File: src/rtl/tmds_encoder.sv
// TMDS 8b/10b channel encoder: a transition-minimising stage followed by a
// DC-balancing stage that tracks the running disparity of the channel.
module tmds_encoder #(
   parameter int REG_INPUT = 1
) (
   input  logic              clk,
   input  logic              reset,
   input  logic [7:0]        data,
   input  logic              c0,
   input  logic              c1,
   input  logic              blank,
   output logic [9:0]        symbol,
   output logic signed [4:0] disparity
);

   function automatic logic [3:0] popcount8(input logic [7:0] v);
      logic [3:0] n;
      n = 4'd0;
      for (int i = 0; i < 8; i++) begin
         n = n + {3'd0, v[i]};
      end
      return n;
   endfunction

   function automatic logic [8:0] minimise(input logic [7:0] d);
      logic [3:0] n1;
      logic       use_xnor;
      logic [8:0] q;
      n1       = popcount8(d);
      use_xnor = (n1 > 4'd4) || ((n1 == 4'd4) && (d[0] == 1'b0));
      q        = 9'd0;
      q[0]     = d[0];
      for (int i = 1; i < 8; i++) begin
         if (use_xnor) begin
            q[i] = ~(q[i-1] ^ d[i]);
         end else begin
            q[i] = q[i-1] ^ d[i];
         end
      end
      q[8] = ~use_xnor;
      return q;
   endfunction

   logic [8:0]        w_qm_in;
   logic [3:0]        w_n1q_in;
   logic [3:0]        w_n0q_in;
   logic [8:0]        w_qm;
   logic [3:0]        w_n1q;
   logic [3:0]        w_n0q;
   logic              w_blank;
   logic              w_c0;
   logic              w_c1;
   logic [9:0]        w_sym_nxt;
   logic signed [5:0] w_cnt_nxt;
   logic signed [5:0] w_cnt_ext;
   logic signed [5:0] w_diff;
   logic [9:0]        r_symbol;
   logic signed [4:0] r_cnt;

   assign w_qm_in  = minimise(data);
   assign w_n1q_in = popcount8(w_qm_in[7:0]);
   assign w_n0q_in = 4'd8 - w_n1q_in;

   generate
      if (REG_INPUT != 0) begin : g_reg
         logic [8:0] r_qm;
         logic [3:0] r_n1q;
         logic [3:0] r_n0q;
         logic       r_blank;
         logic       r_c0;
         logic       r_c1;

         // Blank resets high so the pipeline drains control code 00 after reset.
         always_ff @(posedge clk or posedge reset) begin
            if (reset) begin
               r_qm    <= 9'd0;
               r_n1q   <= 4'd0;
               r_n0q   <= 4'd0;
               r_blank <= 1'b1;
               r_c0    <= 1'b0;
               r_c1    <= 1'b0;
            end else begin
               r_qm    <= w_qm_in;
               r_n1q   <= w_n1q_in;
               r_n0q   <= w_n0q_in;
               r_blank <= blank;
               r_c0    <= c0;
               r_c1    <= c1;
            end
         end

         assign w_qm    = r_qm;
         assign w_n1q   = r_n1q;
         assign w_n0q   = r_n0q;
         assign w_blank = r_blank;
         assign w_c0    = r_c0;
         assign w_c1    = r_c1;
      end else begin : g_comb
         assign w_qm    = w_qm_in;
         assign w_n1q   = w_n1q_in;
         assign w_n0q   = w_n0q_in;
         assign w_blank = blank;
         assign w_c0    = c0;
         assign w_c1    = c1;
      end
   endgenerate

   assign w_cnt_ext = {r_cnt[4], r_cnt};
   assign w_diff    = $signed({2'b00, w_n1q}) - $signed({2'b00, w_n0q});

   // Choose inversion so the running disparity is pulled back towards zero.
   always_comb begin
      w_sym_nxt = 10'b1101010100;
      w_cnt_nxt = 6'sd0;
      if (w_blank) begin
         case ({w_c1, w_c0})
            2'b00:   w_sym_nxt = 10'b1101010100;
            2'b01:   w_sym_nxt = 10'b0010101011;
            2'b10:   w_sym_nxt = 10'b0101010100;
            2'b11:   w_sym_nxt = 10'b1010101011;
            default: w_sym_nxt = 10'b1101010100;
         endcase
         w_cnt_nxt = 6'sd0;
      end else if ((r_cnt == 5'sd0) || (w_n1q == w_n0q)) begin
         w_sym_nxt = {~w_qm[8], w_qm[8], (w_qm[8] ? w_qm[7:0] : ~w_qm[7:0])};
         w_cnt_nxt = w_cnt_ext + (w_qm[8] ? w_diff : -w_diff);
      end else if (((r_cnt > 5'sd0) && (w_n1q > w_n0q)) ||
                   ((r_cnt < 5'sd0) && (w_n0q > w_n1q))) begin
         w_sym_nxt = {1'b1, w_qm[8], ~w_qm[7:0]};
         w_cnt_nxt = w_cnt_ext + (w_qm[8] ? 6'sd2 : 6'sd0) - w_diff;
      end else begin
         w_sym_nxt = {1'b0, w_qm[8], w_qm[7:0]};
         w_cnt_nxt = w_cnt_ext + w_diff - (w_qm[8] ? 6'sd0 : 6'sd2);
      end
   end

   // Output symbol and running disparity register.
   always_ff @(posedge clk or posedge reset) begin
      if (reset) begin
         r_symbol <= 10'b1101010100;
         r_cnt    <= 5'sd0;
      end else begin
         r_symbol <= w_sym_nxt;
         r_cnt    <= w_cnt_nxt[4:0];
      end
   end

   assign symbol    = r_symbol;
   assign disparity = r_cnt;

endmodule

File: config.mk
export PLATFORM = sky130hd
export DESIGN_NAME = tmds_encoder
export DESIGN_NICKNAME = d
export VERILOG_FILES = /design/src/rtl/tmds_encoder.sv
export SDC_FILE = /design/constraint.sdc
export NUM_CORES = 1
export LEC_CHECK = 0
export BUFFER_PORTS_ARGS = -buffer_cell sky130_fd_sc_hd__buf_2
export CORE_AREA = 5 5 89 91
export CTS_CLUSTER_DIAMETER = 120
export DETAILED_ROUTE_END_ITERATION = 8
export DIE_AREA = 0 0 94 96
export SYNTH_ARGS = -nofsm -noshare
export SYNTH_HDL_FRONTEND = slang
export SYNTH_SLANG_ARGS = --single-unit
File: constraint.sdc
create_clock -name clk -period 3.7 [get_ports clk]
set_input_delay 0.37 -clock clk [delete_from_list [all_inputs] [get_ports clk]]
set_output_delay 0.37 -clock clk [all_outputs]
set_load 0.01 [all_outputs]
Word-level counts from Yosys, hierarchy flattened
Cells that the tools add are included.
{ "totals": {"reg_bits": 35, "word_cells": 84} }
{ "op_classes": {"addsub": 22, "n_lt_le_gt_ge": 5, "eq_ne": 5, "muxes": 18, "n_bitwise": 18, "reduce_logical": 8} }
{ "op_table": {"columns": ["op", "n"], "rows": [
  ["$pmux 10 s4", 1],
  ["$add 4x1->4", 8],
  ["$mux 10", 3],
  ["$mux 5", 4],
  ["$add 5x5->5", 2],
  ["$not 1->1", 10],
  ["$add 3x1->4", 2],
  ["$gt 4x4->1", 2],
  ["$mux 8", 1],
  ["$not 8->8", 1],
  ["$mux 1", 7],
  ["$xor 1x1->1", 7],
  ["$add 2x1->3", 2],
  ["$add 5x3->5", 1],
  ["$gt 5x1->1 const B", 1],
  ["$logic_not 5->1", 1],
  ["$lt 5x1->1 const B", 1],
  ["$neg 5->5", 1],
  ["$sub 4x4->5", 1],
  ["$sub 5x3->5", 1],
  ["$sub 5x5->5", 1],
  ["$add 1x1->2", 2],
  ["$eq 2x2->1 const B", 2],
  ["$eq 4x3->1 const B", 1],
  ["8 further kinds", 13]
]} }

Depth between registers and ports, before layout
Gate-level depths: netlist of run 1.
{ "logic_depth": {"depth_word": 31, "ltp_mapped": 21} }

Worst setup path after synthesis of run 1
Ideal clock, no wire load.
{ "synth_path": {"kind": "input-to-reg", "startpoint": "in data[0]", "endpoint": "reg g_reg.r_n0q[3]", "setup_ps": 79, "t_arrival_ps": 5750, "required_ps": 3621, "setup_slack_ps": -2129, "cell_stages": 21, "cell_sequence": "inv_1 fa_1 fa_1 fa_1 inv_1 ha_1 fa_1 nor3_1 o22ai_1 xnor2_1 inv_1 fa_1 fa_1 inv_1 fa_1 ha_1 inv_1 fa_1 inv_1 nor3_1 xor2_1"} }
{ "synth_between": {"elab_chain_cells": 31, "elab_cells_between_ends": 41, "classes_between": "15 x add/sub; 1 x order compare; 1 x eq/ne; 7 x mux; 15 x bitwise; 2 x reduce/logical"} }
{ "synth_lines": {"columns": ["element", "line", "rtl"], "rows": [
  ["from (decl)", "8", "input logic [7:0] data,"],
  ["branches (longest 16 deep; another with $add 3x1->4)", null, null],
  ["$mux 1 *", "34", "if (use_xnor) begin"],
  ["via w_qm_in[3]", "44", "logic [8:0] w_qm_in;"],
  ["branches (longest 12 deep; another with $add 3x1->4)", null, null],
  ["$add 4x1->4 *", "20", "n = n + {3'd0, v[i]};"],
  ["via w_n1q_in[1]", "45", "logic [3:0] w_n1q_in;"],
  ["$sub 4x4->4 *", "62", "assign w_n0q_in = 4'd8 - w_n1q_in;"],
  ["via w_n0q_in[3]", "46", "logic [3:0] w_n0q_in;"],
  ["to (signal assigned)", "85", "r_n0q <= w_n0q_in;"],
  ["to (decl)", "68", "logic [3:0] r_n0q;"]
]} }
Mark *: on every way through the listed nets, which the timed path passes.

Worst setup path in the final report of run 1
{ "layout_path": {"startpoint": "in data[0]", "endpoint": "reg g_reg.r_n0q[3]"} }
{ "layout_between": {"elab_chain_cells": 31, "elab_cells_between_ends": 41, "classes_between": "15 x add/sub; 1 x order compare; 1 x eq/ne; 7 x mux; 15 x bitwise; 2 x reduce/logical"} }
{ "layout_lines": {"columns": ["element", "line"], "rows": [
  ["branches (longest 10 deep; another with $add 3x1->4)", null],
  ["$mux 1 *", "34"],
  ["via w_qm_in[1]", "44"],
  ["branches (longest 18 deep; another with $add 3x1->4)", null],
  ["$add 4x1->4 *", "20"],
  ["via w_n1q_in[1]", "45"],
  ["$sub 4x4->4 *", "62"],
  ["via w_n0q_in[3]", "46"]
]} }
Marks and branches as above.

==> results.yml, run 1 <==
run_status:
  run_status: "finished with violations"
  violations: "negative setup slack"
synth:
  total_of_flip_flops_plus_latches_after_synthesis: 33
  syn_inst: 223
  postSynth.asyncResetShare: 1.00
  postSynthAreaPerCell_um2: 10.6
  mappedNetlistNets: 277
  synth_enable_flop_cells: 0
  yosysWarnings: 0
  synthesis.area_um2: 2370
  synth_flop_cell: "dfrtp_1"
  portion_of_the_post_synthesis_area_used_by_sequential_elements: 0.352
  netlist-cell-type-count: 38
cts:
  clockBufferDepth: 2
  clockRootBuffer: "clkbuf_8"
  path_clk_slew_ns: 0.07
  worst_skew_pair.late_latency_ns: 0.29
  cts_hold_buf: 0
  clock_sink_count: 33
  cts_made_buffers: 5
  clock_tree.htree_level_count: 2
  clock_tree_from_tritoncts: "yes"
sta:
  timing_hold_violations_final: 0
  finalCritPeriodShare: 1.55
  worst_slack_ns: -2.02
  final_clock_skew_ns: 0.00742
  clock.fmax_ghz: 0.175
  pins_over_slew_limit: 0
  rsz0062_at_grt: "yes"
  worst_slew_pin_tran_ns: 0.537
  timing.slew.headroom: 0.639
  time_the_worst_path_needs_with_i_o_delays_and_setup_ns: 5.72
  final-setup-viol-count: 6
cells_and_area:
  final_core_utilization: 0.446
  final_layout_size_suffix_gt1_frac: 0.359
  mostFrequentLayoutCell: "inv_1"
  final_stage_net_count: 343
  layout_overhead_on_the_synthesized_area_pct: 33.0
  mostFrequentLayoutCells: "inv_1 (38), buf_4 (28), dfrtp_1 (27)"
  antenna-diode-count: 0
floorplan:
  start_util: 0.335
  floorplan_die_area_um2: 9020
  floorplan.io_pins: 28
  floorplan.rows: 31
  die_w_um: 94
  core_area_um2: 7060
  die_height_um: 96
job:
  maxCapViolCount: 0
placed_design:
  port_buffers: 27
  place_hpwl_um: 3380
  placer_congestion: 0.778
drt:
  wirelength_um: 4570
  drc_violations: 0
  drt-pass1-iter-count: 4
  drt_first_iter_violations: 24
  routed_via_density: 4.26
  vias_after_detailed_routing: 1656
  ant_nets: 0
  detail_routed_net_length_per_standard_cell_um: 11.8
global_routing:
  overflow: 0
  wire_length_of_the_first_global_routing_pass_um: 8180
  number_of_antenna_violations_at_the_first_check_in_global_routing: 0
  gr-usage-all-layers: 0.117
  via_count_of_the_first_global_routing_pass: 1804
  grt_max_degree: 34
critical_path:
  timing.critical_path.mode_cell: "fa_1"
  critical_path.max_fanout: 3
  setup.worst_path.start_class: "primary input"
  worst_path_dominant_cell_family: "adder cells"
  timing.setup.critical_path_class: "primary input to flop"
  critPathMaxStageDelay_ns: 0.55
  cp_data_arrival_time_ns: 5.93
  timing.critical_path.required_ns: 3.91
  crit_path_top_delay_cell: "fa_2"
  critPathBufInv: 7
  critical_path.endpoint_type: "flop"
  timing.critical_path.cells: "buf_8 > inv_4 > fa_1 > fa_1 > fa_1 > inv_2 > ha_4 > fa_2 > nor3_2 > o22ai_2 > xor2_1 > inv_1 > fa_1 > fa_1 > inv_2 > fa_2 > ha_4 > inv_2 > fa_2 > inv_2 > nor3_2 > xor2_1"
min_path:
  hold_path_class: "primary input to async pin"
cells in the mapped netlist (2+ instances only):
| cell | count | area (um2) |
|---|---|---|
| xor2_1 | 17 | 149 |
| nor2b_1 | 4 | 25.0 |
| o21a_1 | 2 | 15.0 |
| mux2i_1 | 4 | 40.0 |
| xnor2_2 | 4 | 65.1 |
| o21ai_0 | 13 | 65.1 |
| dfrtp_1 | 27 | 676 |
| a21oi_1 | 7 | 35.0 |
| inv_1 | 45 | 169 |
| nor3_1 | 4 | 20.0 |
| fa_1 | 13 | 260 |
| nand2_1 | 2 | 7.51 |
| xnor2_1 | 12 | 105 |
| a21o_1 | 3 | 22.5 |
| nor2_1 | 11 | 41.3 |
| dfstp_2 | 6 | 158 |
| ha_1 | 28 | 350 |
sequential cells by signal, summed over array words and instances, names as in the netlist:
register and cells:
disparity 5, g_reg.r_blank 1, g_reg.r_c0 1, g_reg.r_c1 1
g_reg.r_n0q 3, g_reg.r_n1q 3, g_reg.r_qm 9, symbol 10
per-stage QoR:
stage	hold slack [ns]	worst slack [ns]	cells	cell area, um2	setup TNS (ns)
final	0.157	-2.02	389	3150	-11.17
after global routing	0.148	-2.19	389	3150	-12.00
after CTS	0.169	-1.97	404	3210	-12.45
after detailed placement	0.476	-2.39	372	2820	-13.61
after global placement	0.475	-2.26	372	2820	-12.84
after floorplan	0.374	-2.07	223	2390	-11.17
tightest hold or removal path, stage by stage:
cell,delay [ns]
buf_2,0.10
inv_1,0.04
buf_4,0.35
area by class of cell:
cell class	count	area (um2)
Sequential cell	33	833
Tap cell	99	124
Timing Repair Buffer	61	423
Clock buffer	5	68.8
Inverter	45	174
Multi-Input combinational cell	143	1480
Fill cell	682	3910
Clock inverter	3	46.3
metal layers:
layer | global-route usage | up-vias | part of all wire
met5 | 0 | - | 0
met4 | 0.0337 | 0 | 0.0061
met3 | 0.0250 | 2 | 0.024
met2 | 0.223 | 28 | 0.55
met1 | 0.129 | 786 | 0.42
li1 | - | 840 | -
kinds of logic (layout without fill, tap and decap cells):
group                      Yosys count  in the layout  synth area share
and+or+nand+nor                     30             30            0.0656
muxes                                4              4            0.0169
DFF                                 33             33             0.352
adders and majority gates           41             41             0.258
AOI/OAI and AO/OA                   34             34            0.0894
buffers and inverters               47            114            0.0761
xor gates and xnor gates            34             34             0.142
repair_timing:
| item | 4_1_cts | 5_1_grt |
|---|---|---|
| setup endpoints to repair | 7 | 8 |
| buffers inserted | 24 | 3 |
| pin swaps | 3 | 5 |
| gates resized for setup | 21 | 16 |
path summary, 6_finish.rpt:
| path | startpoint | endpoint | slack, ns | cells after the start |
|---|---|---|---|---|
| worst max-delay path | data[0] | g_reg.r_n0q[3] | -2.02 | 22 |
| worst min-delay path | reset | disparity[4] | 0.16 | 3 |
| worst max register to register | g_reg.r_n1q[1] | disparity[4] | 0.43 | 14 |
| worst min register to register | g_reg.r_qm[2] | symbol[2] | 0.54 | 2 |
| max in group asynchronous | reset | symbol[6] | 3.21 | 3 |
| min in group clk | blank | g_reg.r_blank | 0.17 | 1 |
Power of run 1 is not shown: default switching activity piles up to over one toggle a cycle in this logic, so the estimate is an artifact.
==> inputs of run 2 (changes only) <==
--- a/config.mk
+++ b/config.mk
@@ -6,10 +6,11 @@
 export NUM_CORES = 1
 export LEC_CHECK = 0
 export BUFFER_PORTS_ARGS = -buffer_cell sky130_fd_sc_hd__buf_2
-export CORE_AREA = 5 5 89 91
+export CORE_AREA = 5 5 70 72
 export CTS_CLUSTER_DIAMETER = 120
 export DETAILED_ROUTE_END_ITERATION = 8
-export DIE_AREA = 0 0 94 96
+export DIE_AREA = 0 0 75 77
+export PLACE_DENSITY = 0.78
 export SYNTH_ARGS = -nofsm -noshare
 export SYNTH_HDL_FRONTEND = slang
 export SYNTH_SLANG_ARGS = --single-unit
==> results.yml, run 2 (same netlist as run 1, synthesis figures left out) <==
sta:
  final_clock_skew_ns: 0.00617
  finalCritPeriodShare: 1.56
  worst_slew_pin_tran_ns: 1.03
  timing.slew.headroom: 0.314
  pins_over_slew_limit: 0
  clock.fmax_ghz: 0.173
  time_the_worst_path_needs_with_i_o_delays_and_setup_ns: 5.79
  worst_slack_ns: -2.09
  final-setup-viol-count: 7
  rsz0062_at_grt: "yes"
  timing_hold_violations_final: 0
min_path:
  hold_start: "blank"
  hold_path_class: "primary input to flop"
  whs_endpoint: "g_reg.r_blank"
  min_delay_path_depth: 1
critical_path:
  cp_data_arrival_time_ns: 6.00
  critical_path.endpoint_type: "flop"
  ff2ff_setup_slack_ns: 0.39
  rr_endpoint: "disparity[4]"
  reg2regPathDepth: 14
  setup.worst_path.start_class: "primary input"
  reg2reg_from: "g_reg.r_n1q[1]"
  timing.critical_path.required_ns: 3.91
  timing.setup.critical_path_class: "primary input to flop"
  critical_path.max_fanout: 3
cells_and_area:
  mostFrequentLayoutCells: "inv_1 (40), buf_4 (30), dfrtp_1 (27)"
  final_layout_size_suffix_gt1_frac: 0.348
  layout_overhead_on_the_synthesized_area_pct: 30.0
  final_stage_net_count: 340
  mostFrequentLayoutCell: "inv_1"
  antenna-diode-count: 0
  largest_register_ffs: 10
global_routing:
  wire_length_of_the_first_global_routing_pass_um: 8000
  overflow: 0
  grt_max_degree: 29
  gr-usage-all-layers: 0.178
  number_of_antenna_violations_at_the_first_check_in_global_routing: 0
  via_count_of_the_first_global_routing_pass: 1777
job:
  maxCapViolCount: 0
floorplan:
  die_height_um: 77
  floorplan.rows: 24
  floorplan_die_area_um2: 5780
  start_util: 0.559
  die_w_um: 75
  core_area_um2: 4230
  floorplan.io_pins: 28
cts:
  clockRootBuffer: "clkbuf_8"
  clock_sink_count: 33
  cts_hold_buf: 0
  cts_made_buffers: 5
  clock_tree.htree_level_count: 2
  clockBufferDepth: 2
  clock_tree_from_tritoncts: "yes"
  worst_skew_pair.late_latency_ns: 0.29
  path_clk_slew_ns: 0.07
run_status:
  run_status: "finished with violations"
  violations: "negative setup slack"
drt:
  met2_wirelength_um: 2700
  met1_length_um: 1880
  drt-pass1-iter-count: 4
  drc_violations: 0
  detail_routed_net_length_per_standard_cell_um: 14.4
  wirelength_um: 4890
  route.met3.wl_um: 222
  top_routing_layer_used: "met4"
  ant_nets: 0
  drt_first_iter_violations: 91
  routed_via_density: 5.01
  vias_after_detailed_routing: 1700
placed_design:
  place_hpwl_um: 3590
  preCtsSetupSlack_ns: -2.46
  placer_congestion: 0.818
  port_buffers: 27
==> run 2: final cells by class <==
cell class / count / area (um2)
Sequential cell: 33 / 833
Clock inverter: 1 / 30.0
Clock buffer: 7 / 86.3
Fill cell: 279 / 1160
Timing Repair Buffer: 58 / 388
Tap cell: 52 / 65.1
Inverter: 45 / 171
Multi-Input combinational cell: 143 / 1500
==> run 2: what timing repair did <==
item                       CTS  global route
buffers inserted             3             4
gates resized for setup     19            10
pin swaps                    8             7
setup endpoints to repair    6             7
==> run 2: worst max path at each step <==
stage | startpoint | endpoint | cells past startpoint
2_1_floorplan | data[0] | g_reg.r_n0q[3] | 21
3_3_place_gp | data[0] | g_reg.r_n0q[3] | 22
3_5_place_dp | data[0] | g_reg.r_n0q[3] | 22
4_1_cts | data[0] | g_reg.r_n0q[3] | 22
5_1_grt | data[0] | g_reg.r_n0q[3] | 22
6_report | data[0] | g_reg.r_n0q[3] | 22
==> run 2: metal layers <==
layer / GRT usage / up-vias
met5: 0 / -
met2: 0.318 / 46
met4: 0.0480 / 0
met3: 0.0314 / 9
met1: 0.214 / 814
li1: - / 831
==> run 2: stage by stage <==
step,instance area (um2),utilization,TNS [ns],cells,hold slack [ns]
final,3080,0.727,-11.22,339,0.184
after global routing,3080,0.727,-12.58,339,0.173
after CTS,2990,0.705,-10.91,335,0.180
after detailed placement,2760,0.651,-13.89,324,0.478
after global placement,2760,0.651,-12.73,324,0.475
after floorplan,2390,-,-11.17,223,0.374
==> run 2: worst max-delay path: stages <==
cell     delay, ns
buf_8         0.08
inv_4         0.03
fa_1          0.55
fa_1          0.42
fa_1          0.49
inv_1         0.04
ha_2          0.17
fa_2          0.55
nor3_4        0.05
o22ai_4       0.22
xor2_2        0.19
inv_1         0.08
fa_1          0.45
fa_1          0.53
inv_2         0.04
fa_2          0.55
ha_4          0.15
inv_2         0.04
fa_2          0.57
inv_2         0.07
nor3_4        0.17
xor2_1        0.17
Power of run 2 is left out for the same reason.
